$ cat src/rtl/led_dim_ctrl.sv
// LED dimming controller.
// Maps ambient-light samples to a PWM duty target and ramps the driven duty
// toward that target one STEP per divider tick. A manual override can take
// over the target at any time. If no sample arrives for TIMEOUT_TICKS ticks,
// the controller falls back to a fixed duty and flags sensor_fault.
module led_dim_ctrl #(
    parameter int TICK_DIV      = 50000,
    parameter int STEP          = 1,
    parameter int DUTY_MIN      = 4,
    parameter int DUTY_MAX      = 62,
    parameter int LUX_SHIFT     = 4,
    parameter int TIMEOUT_TICKS = 2000,
    parameter int FALLBACK_DUTY = 32
) (
    input  logic        clk,
    input  logic        rst,
    input  logic        lux_valid,
    input  logic [15:0] lux_data,
    output logic        lux_ready,
    input  logic        man_en,
    input  logic [7:0]  man_duty,
    output logic [7:0]  pwm_duty,
    output logic        at_target,
    output logic        sensor_fault
);

    localparam int DIV_W = (TICK_DIV > 1) ? $clog2(TICK_DIV) : 1;
    localparam int TO_W  = $clog2(TIMEOUT_TICKS + 1);

    typedef enum logic [1:0] {
        IDLE = 2'd0,
        MAP  = 2'd1,
        RAMP = 2'd2
    } state_e;

    state_e            state_r;
    state_e            state_nxt_s;
    logic [DIV_W-1:0]  div_r;
    logic              tick_s;
    logic [TO_W-1:0]   to_cnt_r;
    logic              fault_r;
    logic [15:0]       lux_r;
    logic [7:0]        auto_target_r;
    logic [7:0]        auto_nxt_s;
    logic [7:0]        pwm_r;
    logic [7:0]        pwm_nxt_s;
    logic [7:0]        man_clip_s;
    logic [7:0]        target_s;
    logic              ready_s;
    logic              accept_s;

    // Lux-to-duty mapping. The clamp compares the full 16-bit shifted value
    // so that large lux readings cannot wrap into a small duty.
    function automatic logic [7:0] map_lux(input logic [15:0] lux);
        logic [15:0] sh;
        sh = lux >> LUX_SHIFT;
        if (sh < 16'(DUTY_MIN)) begin
            return 8'(DUTY_MIN);
        end else if (sh > 16'(DUTY_MAX)) begin
            return 8'(DUTY_MAX);
        end else begin
            return sh[7:0];
        end
    endfunction

    // One ramp step from cur toward tgt, saturating at tgt.
    function automatic logic [7:0] step_toward(input logic [7:0] cur, input logic [7:0] tgt);
        logic [8:0] gap;
        if (cur < tgt) begin
            gap = {1'b0, tgt} - {1'b0, cur};
            if (gap > 9'(STEP)) begin
                return cur + 8'(STEP);
            end else begin
                return tgt;
            end
        end else if (cur > tgt) begin
            gap = {1'b0, cur} - {1'b0, tgt};
            if (gap > 9'(STEP)) begin
                return cur - 8'(STEP);
            end else begin
                return tgt;
            end
        end else begin
            return cur;
        end
    endfunction

    assign tick_s       = (div_r == DIV_W'(TICK_DIV - 1));
    assign ready_s      = (state_r != MAP) && !rst;
    assign accept_s     = lux_valid && ready_s;
    assign man_clip_s   = (man_duty > 8'(DUTY_MAX)) ? 8'(DUTY_MAX) : man_duty;
    assign lux_ready    = ready_s;
    assign pwm_duty     = pwm_r;
    assign sensor_fault = fault_r;
    assign at_target    = (pwm_r == target_s);

    // Effective target: manual override, then sensor-loss fallback, then mapped lux.
    always_comb begin
        target_s = auto_target_r;
        if (man_en) begin
            target_s = man_clip_s;
        end else if (fault_r) begin
            target_s = 8'(FALLBACK_DUTY);
        end else begin
            target_s = auto_target_r;
        end
    end

    // Free-running tick divider.
    always_ff @(posedge clk) begin
        if (rst) begin
            div_r <= '0;
        end else if (tick_s) begin
            div_r <= '0;
        end else begin
            div_r <= div_r + DIV_W'(1);
        end
    end

    // Sensor-loss timeout; an accepted sample always wins over expiry.
    always_ff @(posedge clk) begin
        if (rst) begin
            to_cnt_r <= '0;
            fault_r  <= 1'b0;
        end else if (accept_s) begin
            to_cnt_r <= '0;
            fault_r  <= 1'b0;
        end else if (tick_s) begin
            if (to_cnt_r < TO_W'(TIMEOUT_TICKS)) begin
                to_cnt_r <= to_cnt_r + TO_W'(1);
            end else begin
                to_cnt_r <= to_cnt_r;
            end
            if (to_cnt_r >= TO_W'(TIMEOUT_TICKS - 1)) begin
                fault_r <= 1'b1;
            end else begin
                fault_r <= fault_r;
            end
        end else begin
            to_cnt_r <= to_cnt_r;
            fault_r  <= fault_r;
        end
    end

    // FSM state, sample capture, mapped target and driven duty registers.
    always_ff @(posedge clk) begin
        if (rst) begin
            state_r       <= IDLE;
            lux_r         <= 16'd0;
            auto_target_r <= 8'(DUTY_MIN);
            pwm_r         <= 8'd0;
        end else begin
            state_r       <= state_nxt_s;
            lux_r         <= accept_s ? lux_data : lux_r;
            auto_target_r <= auto_nxt_s;
            pwm_r         <= pwm_nxt_s;
        end
    end

    // Next-state and ramp logic; a new sample pre-empts ramping without touching the duty.
    always_comb begin
        state_nxt_s = state_r;
        auto_nxt_s  = auto_target_r;
        pwm_nxt_s   = pwm_r;
        case (state_r)
            IDLE: begin
                if (accept_s) begin
                    state_nxt_s = MAP;
                end else if (pwm_r != target_s) begin
                    state_nxt_s = RAMP;
                end else begin
                    state_nxt_s = IDLE;
                end
            end
            MAP: begin
                auto_nxt_s  = map_lux(lux_r);
                state_nxt_s = RAMP;
            end
            RAMP: begin
                if (accept_s) begin
                    state_nxt_s = MAP;
                end else if (pwm_r == target_s) begin
                    state_nxt_s = IDLE;
                end else if (tick_s) begin
                    pwm_nxt_s   = step_toward(pwm_r, target_s);
                    state_nxt_s = RAMP;
                end else begin
                    state_nxt_s = RAMP;
                end
            end
            default: begin
                state_nxt_s = IDLE;
            end
        endcase
    end

endmodule
$ cat config.mk
export PLATFORM = sky130hd
export DESIGN_NAME = led_dim_ctrl
export DESIGN_NICKNAME = d
export VERILOG_FILES = /design/src/rtl/led_dim_ctrl.sv
export SDC_FILE = /design/constraint.sdc
export NUM_CORES = 1
export LEC_CHECK = 0
export BUFFER_PORTS_ARGS = -buffer_cell sky130_fd_sc_hd__clkbuf_2
export CAP_MARGIN = 20
export CORE_ASPECT_RATIO = 2
export CORE_UTILIZATION = 46
export CTS_BUF_LIST = sky130_fd_sc_hd__clkbuf_8
export DETAILED_ROUTE_END_ITERATION = 8
export PLACE_DENSITY = 0.62
export SLEW_MARGIN = 25
export SYNTH_ARGS = -nofsm -noshare
export SYNTH_HDL_FRONTEND = slang
export SYNTH_SLANG_ARGS = --single-unit
$ cat constraint.sdc
create_clock -name clk -period 8.5 [get_ports clk]
set_clock_uncertainty 0.15 [all_clocks]
set_input_delay 0.425 -clock clk [delete_from_list [all_inputs] [get_ports clk]]
set_output_delay 0.425 -clock clk [all_outputs]
set_load 0.03 [all_outputs]
Yosys cells after proc, flatten, opt, wreduce, memory -nomap -nowiden --
Cells that the tools add are included.
Storage, ports and cells: flip-flop bits (word level) 62, input port bits 28, output and inout port bits 11, word-level logic and storage cells 54
Cells by class: $add $sub $neg 6, magnitude comparators 9, eq/ne operators 6, mux-type cells 14, bitwise logic cells 2, reduce and logical (&&, ||, !) cells 10
Operator list (number):
- two-way mux 8 bit | 9
- > comparator 9 x 1 -> 1 bit, second input constant | 2
- subtractor 8 x 8 -> 9 bit | 2
- adder 16 x 1 -> 16 bit, second input constant | 1
- == test 16 bit, second input constant | 1
- > comparator 12 x 6 -> 1 bit, second input constant | 1
- < comparator 12 x 3 -> 1 bit, second input constant | 1
- adder 11 x 1 -> 11 bit, second input constant | 1
- >= comparator 11 bit, second input constant | 1
- < comparator 11 bit, second input constant | 1
- adder 8 x 1 -> 8 bit, second input constant | 1
- == test 8 bit | 1
- > comparator 8 x 6 -> 1 bit, second input constant | 1
- > comparator 8 bit | 1
- < comparator 8 bit | 1
- two-way mux 2 bit | 4
- != test 8 bit | 1
- subtractor 8 x 1 -> 8 bit, second input constant | 1
- one-hot mux 2 bit (3 select lines) | 1
- AND reduction 5 bit | 1
- AND reduction 2 bit | 2
- OR reduction 2 bit | 2
- == test 2 x 1 -> 1 bit, second input constant | 1
- == test 2 bit, second input constant | 1
- 6 further kinds | 8

Depth between registers and ports, before layout --
Gate-level depths: netlist of run 1.
depth after elaboration 8, depth in mapped cells 16, depth with buffers taken out 13

Least setup slack after synthesis of run 1 --
OpenSTA, ideal clock, no wires.
kind input to register, from input man_en, to register pwm_r[0] (netlist: pwm_duty[0]), setup time 0.129 ns, arrival time 3.418 ns, data required time 8.221 ns, slack 4.803 ns, stages 14, path buffers 3, path through buf_6 nor4b_1 nor2_1 ha_1 nand2_1 nor4_1 nor2_1 and4_1 clkbuf_4 clkbuf_8 nor2_1 nor2_1 o41ai_1 a21oi_1
On the way: elaborated cells on any way between the ends 15, classes of those cells add/sub (2); order compare (4); eq/ne (1); mux (5); bitwise (1); reduce/logical (2)
RTL lines:
- start, declared | line 20 | input logic man_en,
- two-way mux 8 bit | line 100 | if (man_en) begin
- == test 8 bit
- named net at_target | line 23 | output logic at_target,
- NOT 1 bit (no line)
- AND reduction 5 bit (no line)
- end signal, assigned | line 156 | pwm_r <= pwm_nxt_s;
- end, declared | line 45 | logic [7:0] pwm_r;
The timed path passes the listed nets, and every way through them passes these cells. The select of a mux whose other input is x is not followed. A chain may end at the register's enable or synchronous reset.

Final worst setup path of run 1 --
from input man_en, to register pwm_r[7] (netlist: pwm_duty[7])
On the way: longest elaborated chain between the ends 6, elaborated cells on any way between the ends 15, classes of those cells add/sub (2); order compare (4); eq/ne (1); mux (5); bitwise (1); reduce/logical (2)
Ends and longest elaborated chain:
- two-way mux 8 bit * | line 100
- subtractor 8 x 8 -> 9 bit | line 77 | gap = {1'b0, cur} - {1'b0, tgt};
- > comparator 9 x 1 -> 1 bit | line 78 | if (gap > 9'(STEP)) begin
- two-way mux 8 bit | line 78
- two-way mux 8 bit | line 76 | end else if (cur > tgt) begin
- two-way mux 8 bit | line 69 | if (cur < tgt) begin
Mark *: on every way between the ends. The rest lies on a longest branch, timed or not. The select of a mux whose other input is x is not followed.

==> results of run 1 <==
==> per-stage QoR <==
stage               setup slack [ns]  hold slack [ns]  instances   util  power, mW
floorplan                       4.80            0.263        458      -      0.334
global placement                4.31            0.287        566  0.495      0.350
detailed placement              4.30            0.294        566  0.495      0.351
CTS                             4.65            0.110        582  0.521      0.600
global route                    4.33            0.128        582  0.521      0.619
finish                          4.64            0.122        582  0.521      0.593
==> flip-flops by register name, summed over array words and instances (netlist names) <==
register,cells
sensor_fault,1
pwm_duty,8
div_r,16
to_cnt_r,11
lux_r,12
auto_target_r,8
state_r,2
==> layer usage <==
| metal | track usage | up-vias | routed length [µm] |
|---|---|---|---|
| li1 | - | 1663 | - |
| met1 | 0.213 | 1546 | 3370 |
| met2 | 0.471 | 48 | 5290 |
| met3 | 0.0391 | 18 | 210 |
| met4 | 0.152 | 0 | 387 |
| met5 | 0 | - | 0 |
==> how the worst min path moves through the flow <==
stage	slack, ns	endpoint	depth (start not counted)	start
6_report	0.12	lux_r[10]	3	lux_data[10]
5_1_grt	0.13	lux_r[10]	3	lux_data[10]
4_1_cts	0.11	lux_r[10]	3	lux_data[10]
3_5_place_dp	0.29	lux_r[4]	2	lux_r[4]
3_3_place_gp	0.29	div_r[0]	1	div_r[0]
2_1_floorplan	0.26	div_r[0]	1	div_r[0]
==> tightest hold or removal path, delay by kind of cell <==
family | cells | cell delay [ns]
buffers and inverters | 1 | 0.07
AND/OR/NAND/NOR | 2 | 0.08
==> Yosys cell counts (all sizes together) (2+ instances only) <==
library cell and number:
a211o 2, a211oi 4, a21o 2, a21oi 20, a31oi 6, and2 4
and3 11, and4 2, buf 5, clkbuf 16, dfxtp 58, ha 14
inv 23, mux2 2, mux2i 11, nand2 55, nand2b 4, nand3 32
nand4 6, nor2 57, nor3 19, nor4 9, o21a 3, o21ai 17
o221a 2, o221ai 2, o22ai 3, o31a 2, o31ai 2, or3 6
or3b 2, xnor2 21, xor2 14
==> area by class of cell <==
| cell class | instances | area [µm²] | share of cell area |
|---|---|---|---|
| well taps | 94 | 118 | 0.0295 |
| clock inverters | 6 | 57.6 | 0.0144 |
| flip-flops and latches | 58 | 1160 | 0.291 |
| repair buffers | 35 | 178 | 0.0446 |
| inverters | 24 | 90.1 | 0.0226 |
| clock buffers | 10 | 138 | 0.0345 |
| multi-input cells | 355 | 2240 | 0.563 |
==> layout by cell type, fill, tap and decap left out, types with 8 or more instances in the layout <==
master,instances
nor2_1,56
xnor2_1,21
xor2_1,14
mux2i_1,11
nor3_1,19
clkbuf_8,10
o21ai_0,15
nand3_1,31
nand2_1,55
and3_1,8
dfxtp_1,58
inv_1,23
clkbuf_2,34
a21oi_1,19
ha_1,14
nor4_1,9
==> logic make-up after synthesis <==
group	Yosys count
compound gates	77
fa+ha+maj	15
xor+xnor	35
simple gates	215
buf+inv	45
mux	13
flops	58
==> where the power goes <==
group / total, mW / internal (mW) / switching [mW] / leakage [nW]
Combinational: 0.0606 / 0.0221 / 0.0385 / 1.07
Sequential: 0.285 / 0.280 / 0.00558 / 0.471
Clock: 0.247 / 0.141 / 0.106 / 0.107
==> metrics.md, run 1 <==
| Metric | Value |
|---|---|
| Leakage | `approximately 1.6 nW` |
| Sequential area share after synthesis | `0.318` |
| First-pass GRT wire length | `about 15000 µm` |
| Unique masters post-synth | `between 70 and 80` |
| H-tree depth | `3` |
| Post-CTS sizing | `0` |
| # setup viols final | `0` |
| CTS tree | `yes` |
| Detail Route Antenna Nets | `0` |
| Setup Buffers After CTS | `0` |
| HP Class | `input pin to flip-flop` |
| Gr ovfl total | `0` |
| Startpoint Class | `input pin` |
| CP bufs+invs | `1` |
| EDFF count, synth | `0` |
| Max_cap viols | `0` |
| Nets@finish | `roughly 530` |
| WS Path Type | `input pin to flip-flop` |
| Ys async rst share | `0` |
| Top delay family on crit path | `simple AND/OR/NAND/NOR gates` |
| Reg2reg end | `pwm_duty[4]` |
| Crit path launch | `man_en` |
| VDD IR max | `approximately 100 µV` |
| Clock Tree Root | `clkbuf_8` |
| Vias in the first global route | `between 3000 and 4000` |
| Area after DPL | `between 3000 and 4000 µm²` |
| Synth Area in Compound Gates | `0.148` |
| Routed len/inst | `approximately 16 µm` |
| Ant diodes | `0` |
| Pwr Density | `between 100 and 150 nW/µm²` |
| Critical path arrival | `between 3 and 4 ns` |
| Clk sink count | `between 50 and 60` |
| Mux contribution to synthesized area | `0.0374` |
| Area share of the largest cell type after synthesis | `0.318` |
| Vias per Instance | `~5.6` |
| FP Rows | `45` |
| Relative slew slack | `0.363` |
| Largest net degree at the start of global routing | `26` |
| Worst path max stage delay | `around 0.8 ns` |
| Design Area, Final | `3990 µm²` |
| Mapped Area | `about 3600 µm²` |
| Layout cell share with drive strength beyond 1 | `0.141` |
| Area contributors post-synth | `dfxtp_1 (32%), nor2_1 (5.8%), nand2_1 (5.7%)` |
| Num CTS Buffers | `9` |
| Drt first pass iters | `4` |
| Yosys reg bits | `a little under 60` |
| Antenna violations before repair | `0` |
| Final Hold Vio Count | `0` |
| Die Ht | `~130 µm` |
| Largest family of logic cells by synthesized area | `simple AND/OR/NAND/NOR gates` |
| Drt drc | `0` |
| Slew Viols, Final | `0` |
| Post-Syn Area per Cell | `between 7 and 8 µm²` |
| CP Depth | `12` |
| Final Cycle Share | `0.454` |
| Top cell type by total area after synthesis | `dfxtp_1` |
| CTS Hold Bufs | `0` |
| Area grow syn2layout | `9.33%` |
| Post-synthesis simple-gate area fraction | `0.293` |
| Die W | `65.0 µm` |
| Clock-pin slew on the worst setup and hold paths | `roughly 0.06 ns` |
| Routed WL | `just over 9000 µm` |
| Iter 0 DRT Violations | `roughly 120` |
| DP HPWL | `7260 µm` |
| Clk buf depth | `2` |
| Initial Util | `0.476` |
| Clock Latency Late Sink | `0.33 ns` |
| Port Buffer Count | `34` |
| # fillers | `784` |
| RD Place Congestion | `0.900` |
| Crit path required time | `approximately 8.6 ns` |
| Mapped Cells | `around 460` |
| Critical Path Sink | `pwm_duty[7]` |
| Post-Synth Adder-Cell Area | `0.0535` |
| Slowest cell on crit path | `nor4b_1` |
| Critical-path cell list | `clkbuf_2, nor4b_1, nor2_1, ha_1, nand2_1, or3_1, a21oi_1, o31a_1, o221a_2, mux2i_1, o22ai_1, a211oi_1` |
| R2R Path Start | `sensor_fault` |
| Status | `finished, final reports clean` |
| Reg2reg setup slack | `between 4 and 5 ns` |
| Minimum clock period after layout | `3.86 ns` |
| Slew @ Worst Pin | `0.942 ns` |
| Crit. End Element | `flip-flop` |
| Unrepaired setup endpoints after global routing | `no` |
| Vias post-DR | `~3300` |
| Ports | `39` |
| Critical Path Fanout Max | `12` |
| R2R depth | `12` |
| F_max | `between 0.2 and 0.3 GHz` |
| Dominant synthesized flop cell | `dfxtp_1` |
| Core ar. | `~7700 µm²` |
| Overall global routing resource usage | `0.240` |
| Setup TNS | `0 ns` |
| Full die area | `just over 8000 µm²` |
| Xor/xnor cell area share of the yosys netlist | `0.0841` |
| Syn nets | `between 500 and 600` |
| Warnings from Yosys | `0` |
Note: power is estimated with default switching activity, not from simulation.
==> inputs of run 2 (changes only) <==
Settings changed: PLACE_DENSITY 0.62 to 0.64.
Clock period 8.5 ns to 3.3 ns, I/O delays scaled along.
==> metrics.md, run 2 (same netlist as run 1, synthesis figures left out) <==
| Metric | Value |
|---|---|
| Status | `finished, final reports clean` |
| VDD IR max | `approximately 290 µV` |
| Max_cap viols | `0` |
| Commonest non-fill, non-tap cells in the layout | `nor2_1 (56), dfxtp_1 (55), buf_4 (55), nand2_1 (53), clkbuf_2 (34)` |
| Area after DPL | `about 4200 µm²` |
| Port Buffer Count | `34` |
| Final Hold Vio Count | `0` |
| Layout cell share with drive strength beyond 1 | `0.255` |
| Ports | `39` |
| Slowest cell on crit path | `or3b_4` |
| Gr ovfl total | `0` |
| Slew @ Worst Pin | `0.728 ns` |
| # fillers | `726` |
| Reg2reg setup slack | `0.06 ns` |
| Pwr Density | `346 nW/µm²` |
| Nets@finish | `595` |
| WS Path Type | `flip-flop to flip-flop` |
| Clk buf depth | `2` |
| Antenna violations before repair | `0` |
| Leading cell type in the layout, fill and taps excluded | `nor2_1` |
| Clock Tree Root | `clkbuf_8` |
| Vias post-DR | `approximately 3600` |
| Clock-pin slew on the worst setup and hold paths | `approximately 0.070 ns` |
| Vias in the first global route | `3645` |
| # setup viols final | `0` |
| Die W | `~65 µm` |
| Minimum clock period after layout | `3.24 ns` |
| Largest net degree at the start of global routing | `26` |
| Overall global routing resource usage | `0.264` |
| Critical Path Fanout Max | `7` |
| Full die area | `8310 µm²` |
| Layout Utilization | `0.615` |
| Startpoint Class | `flip-flop` |
| Crit. End Element | `flip-flop` |
| Num CTS Buffers | `9` |
| Critical-path cell list | `buf_4, or3b_4, nand2_4, ha_4, nand2_4, o2bb2ai_2, o311a_4, o31a_1, a311o_1, nand3_4, mux2_4, o221a_1` |
| Worst path max stage delay | `0.40 ns` |
| HP Class | `input pin to flip-flop` |
| Iter 0 DRT Violations | `123` |
| Max reg flops | `16` |
| Drt drc | `0` |
| DP HPWL | `approximately 8000 µm` |
| Critical path arrival | `~3.3 ns` |
| FP Rows | `45` |
| Leakage | `between 2 and 2.5 nW` |
| H-tree depth | `3` |
| Non-filler instance count after layout | `650` |
| CTS tree | `yes` |
| Core ar. | `between 7000 and 8000 µm²` |
| R2R depth | `12` |
| Drt first pass iters | `4` |
| Routed len/inst | `around 16 µm` |
| First-pass GRT wire length | `around 16000 µm` |
| F_max | `a little over 0.3 GHz` |
| Clock Latency Late Sink | `around 0.34 ns` |
| Biggest regs | `div_r (16), lux_r (12), to_cnt_r (11)` |
| Relative slew slack | `0.514` |
| Detail Route Antenna Nets | `0` |
| Biggest register | `div_r` |
| Crit path required time | `3.38 ns` |
| Setup TNS | `0 ns` |
| Slew Viols, Final | `0` |
| Vias per Instance | `approximately 5.6` |
| Hold Path Stages | `2` |
| Final Cycle Share | `0.980` |
| Post-Place Cells | `between 600 and 700` |
| Routed WL | `between 10000 and 15000 µm` |
| RD Place Congestion | `about 0.9` |
| Die Ht | `~130 µm` |
| Design Area, Final | `approximately 4700 µm²` |
| Area grow syn2layout | `29.2%` |
| Ant diodes | `0` |
| Clk sink count | `58` |
| Most frequent CP cell | `nand2_4` |
| Initial Util | `0.476` |
run 2: per-stage QoR:
step                      hold WS, ns  worst slack [ns]  total power [mW]
after floorplan                 0.114            0.0205             0.861
after global placement          0.200           -0.0575             0.937
after detailed placement        0.203           -0.0844             0.942
after CTS                      0.0265          0.000836              1.62
after global routing           0.0690           -0.0141              1.70
final                          0.0369            0.0649              1.63
run 2: area by class of cell:
| class | count | area, µm² | share of cell area |
|---|---|---|---|
| repair buffers | 104 | 753 | 0.160 |
| multi-input cells | 355 | 2380 | 0.504 |
| flip-flops and latches | 58 | 1170 | 0.248 |
| clock inverters | 3 | 38.8 | 0.00823 |
| well taps | 94 | 118 | 0.0250 |
| clock buffers | 12 | 165 | 0.0351 |
| inverters | 24 | 92.6 | 0.0197 |
run 2: worst max-delay path: cells and delay by family, from the launching register on:
family | cells | cell delay, ns
compound gates | 5 | 1.32
fa+ha+maj | 1 | 0.21
simple gates | 4 | 0.65
mux | 1 | 0.30
flops | 1 | 0.37
buf+inv | 1 | 0.14
run 2: power breakdown:
group	total, mW	internal (mW)	switching (mW)
registers	0.735	0.719	0.0153
clock network	0.667	0.402	0.265
logic	0.226	0.108	0.118
total	1.63	1.23	0.399
run 2: routing by layer:
layer / global-route usage / share of wire / vias to the layer above
met3: 0.0409 / 0.023 / 35
met2: 0.510 / 0.58 / 85
met1: 0.229 / 0.34 / 1727
li1: - / - / 1801
met5: 0 / 0 / -
met4: 0.199 / 0.058 / 0
run 2: worst paths after layout:
check,start,end
worst max-delay path,sensor_fault,pwm_duty[4]
worst min-delay path,rst,state_r[1]
worst max register to register,sensor_fault,pwm_duty[4]
worst min register to register,lux_r[11],lux_r[11]
run 2: what timing repair did:
action / CTS / global route
endpoints found under the setup margin: 3 / 8
setup buffers: 0 / 4
endpoints found under the hold margin: 14 / 0
gates resized for setup: 1 / 18
pin swaps: 0 / 10
hold buffers: 13 / 0
==> inputs of run 3 (changes only) <==
Settings changed: CORE_MARGIN from default to 2, MAX_ROUTING_LAYER from default to met4.
==> metrics.md, run 3 (same netlist as run 1, synthesis figures left out) <==
| Metric | Value |
|---|---|
| Crit. End Element | `flip-flop` |
| Pwr Density | `around 360 nW/µm²` |
| Critical Path Fanout Max | `7` |
| Area grow syn2layout | `25.7%` |
| Clock Latency Late Sink | `0.33 ns` |
| R2R Path Start | `sensor_fault` |
| Layout cell share with drive strength beyond 1 | `0.245` |
| Drt drc | `0` |
| Clock Power Share | `0.432` |
| Num CTS Buffers | `9` |
| Vias post-DR | `3494` |
| Critical-path cell list | `nand2b_4, mux2_4, inv_2, ha_4, a211o_1, a211oi_2, nor2_2, o31a_1, o221a_4, buf_4, o311ai_2, o221a_1` |
| # fillers | `between 700 and 800` |
| Largest net degree at the start of global routing | `26` |
| DP HPWL | `approximately 6700 µm` |
| Gr ovfl total | `0` |
| Non-filler instance count after layout | `between 600 and 700` |
| Max_cap viols | `0` |
| Nets@finish | `between 500 and 600` |
| Detail Route Antenna Nets | `0` |
| Switch share | `0.243` |
| Port Buffer Count | `34` |
| RD Place Congestion | `1.01` |
| CP bufs+invs | `2` |
| Die Ht | `130 µm` |
| H-tree depth | `3` |
| CTS tree | `yes` |
| Combinational cell fraction of total power | `0.124` |
| Critical path arrival | `about 3.4 ns` |
| Slew @ Worst Pin | `between 0.6 and 0.7 ns` |
| Sequential share of power | `0.444` |
| Die W | `between 60 and 70 µm` |
| Internal power | `approximately 1.3 mW` |
| Setup TNS | `0 ns` |
| Post-layout total power | `~1.7 mW` |
| Full die area | `8700 µm²` |
| Final Cycle Share | `0.988` |
| Hold EP | `state_r[1]` |
| Leakage | `roughly 1.9 nW` |
| Minimum clock period after layout | `around 3.3 ns` |
| Leading cell type in the layout, fill and taps excluded | `dfxtp_1` |
| R2R depth | `12` |
| Commonest non-fill, non-tap cells in the layout | `dfxtp_1 (55), nor2_1 (54), nand2_1 (52), buf_4 (38), clkbuf_2 (34)` |
| FP Rows | `46` |
| Antenna violations before repair | `0` |
| Routed len/inst | `14.8 µm` |
| Final Hold Vio Count | `0` |
| First-pass GRT wire length | `15500 µm` |
| Hold path startpoint | `rst` |
| Relative slew slack | `0.534` |
| F_max | `~0.31 GHz` |
| Clock-pin slew on the worst setup and hold paths | `about 0.060 ns` |
| Worst path max stage delay | `between 0.3 and 0.4 ns` |
| Biggest register | `div_r` |
| Max reg flops | `16` |
| Initial Util | `0.466` |
| Ports | `39` |
| Post-Place Cells | `600` |
| # setup viols final | `0` |
| Crit path required time | `3.41 ns` |
| Slew Viols, Final | `0` |
| Status | `finished, final reports clean` |
| Slowest cell on crit path | `dfxtp_4` |
| Core ar. | `about 7800 µm²` |
| Vias per Instance | `between 5 and 6` |
| Clk buf depth | `2` |
| Iter 0 DRT Violations | `174` |
| WS Path Type | `flip-flop to flip-flop` |
| Top delay family on crit path | `compound AO/OA/AOI/OAI gates` |
| HP Class | `input pin to flip-flop` |
| Routed WL | `9360 µm` |
| Drt first pass iters | `4` |
| Hold Path Stages | `2` |
| Clk sink count | `between 50 and 60` |
| Overall global routing resource usage | `0.236` |
| Clock Tree Root | `clkbuf_8` |
| VDD IR max | `between 200 and 300 µV` |
| Reg2reg setup slack | `~0.041 ns` |
| Biggest regs | `div_r (16), lux_r (12), to_cnt_r (11)` |
| Ant diodes | `0` |
| Vias in the first global route | `around 3300` |
| Startpoint Class | `flip-flop` |
| Switching power total | `0.401 mW` |
| Reg2reg end | `pwm_duty[4]` |
-- run 3: cell count changes in the layout (fill, tap and decap cells not counted), moves of 2 or more --
cell,delta
buf_12,-2
a21oi_1,-2
a21oi_2,+2
nand2_2,+3
nor2_1,-2
nor2_2,+2
clkbuf_8,-2
buf_4,-17
nand2_4,-2
-- run 3: repair_timing --
action                                 in CTS  in global routing
cloned                                      1                  0
setup endpoints to repair                   1                  8
buffers inserted                            2                  3
hold buffers                               13                  0
pin swaps                                   3                  9
gates resized for setup                     7                 20
endpoints found under the hold margin      14                  0
-- run 3: area by class of cell --
class                           instances  area, µm²  area share
Timing Repair Buffer                   85        586       0.128
Clock buffer                           10        138      0.0300
Sequential cell                        58       1170       0.255
Multi-Input combinational cell        356       2400       0.524
Clock inverter                          5       78.8      0.0172
Inverter                               24       90.1      0.0197
Tap cell                               96        120      0.0262
-- run 3: worst max path at each step --
stage / cells after the start / start / to
after global placement: 14 / man_duty[7] / pwm_duty[7]
final: 12 / sensor_fault / pwm_duty[4]
after floorplan: 14 / sensor_fault / pwm_duty[7]
after global routing: 12 / sensor_fault / pwm_duty[4]
after detailed placement: 14 / man_duty[7] / pwm_duty[7]
after CTS: 13 / sensor_fault / pwm_duty[1]
-- run 3: per-layer routing --
layer,wire length [µm],GRT usage,vias to the layer above,share of wire
met4,307,0.0996,0,0.033
met2,4480,0.364,97,0.48
met5,0,-,-,0
met3,389,0.0371,26,0.042
met1,4180,0.305,1605,0.45
li1,-,-,1766,-
-- run 3: metrics by stage --
| stage | cell area [µm²] | setup slack (ns) | hold WS (ns) | utilization |
|---|---|---|---|---|
| floorplan | 3680 | 0.0205 | 0.114 | - |
| global placement | 4070 | -0.00940 | 0.200 | 0.520 |
| detailed placement | 4070 | -0.0690 | 0.202 | 0.520 |
| CTS | 4480 | 0.0106 | 0.0602 | 0.572 |
| global route | 4580 | -0.0297 | 0.0937 | 0.585 |
| finish | 4580 | 0.0411 | 0.0844 | 0.585 |
-- run 3: power by group through the flow --
stage | sequential, mW | clock [mW] | combinational [mW]
2_1_floorplan | 0.744 | 0 | 0.117
3_3_place_gp | 0.748 | 0 | 0.173
3_5_place_dp | 0.748 | 0 | 0.174
4_1_cts | 0.733 | 0.733 | 0.193
5_1_grt | 0.734 | 0.774 | 0.227
6_report | 0.733 | 0.715 | 0.205
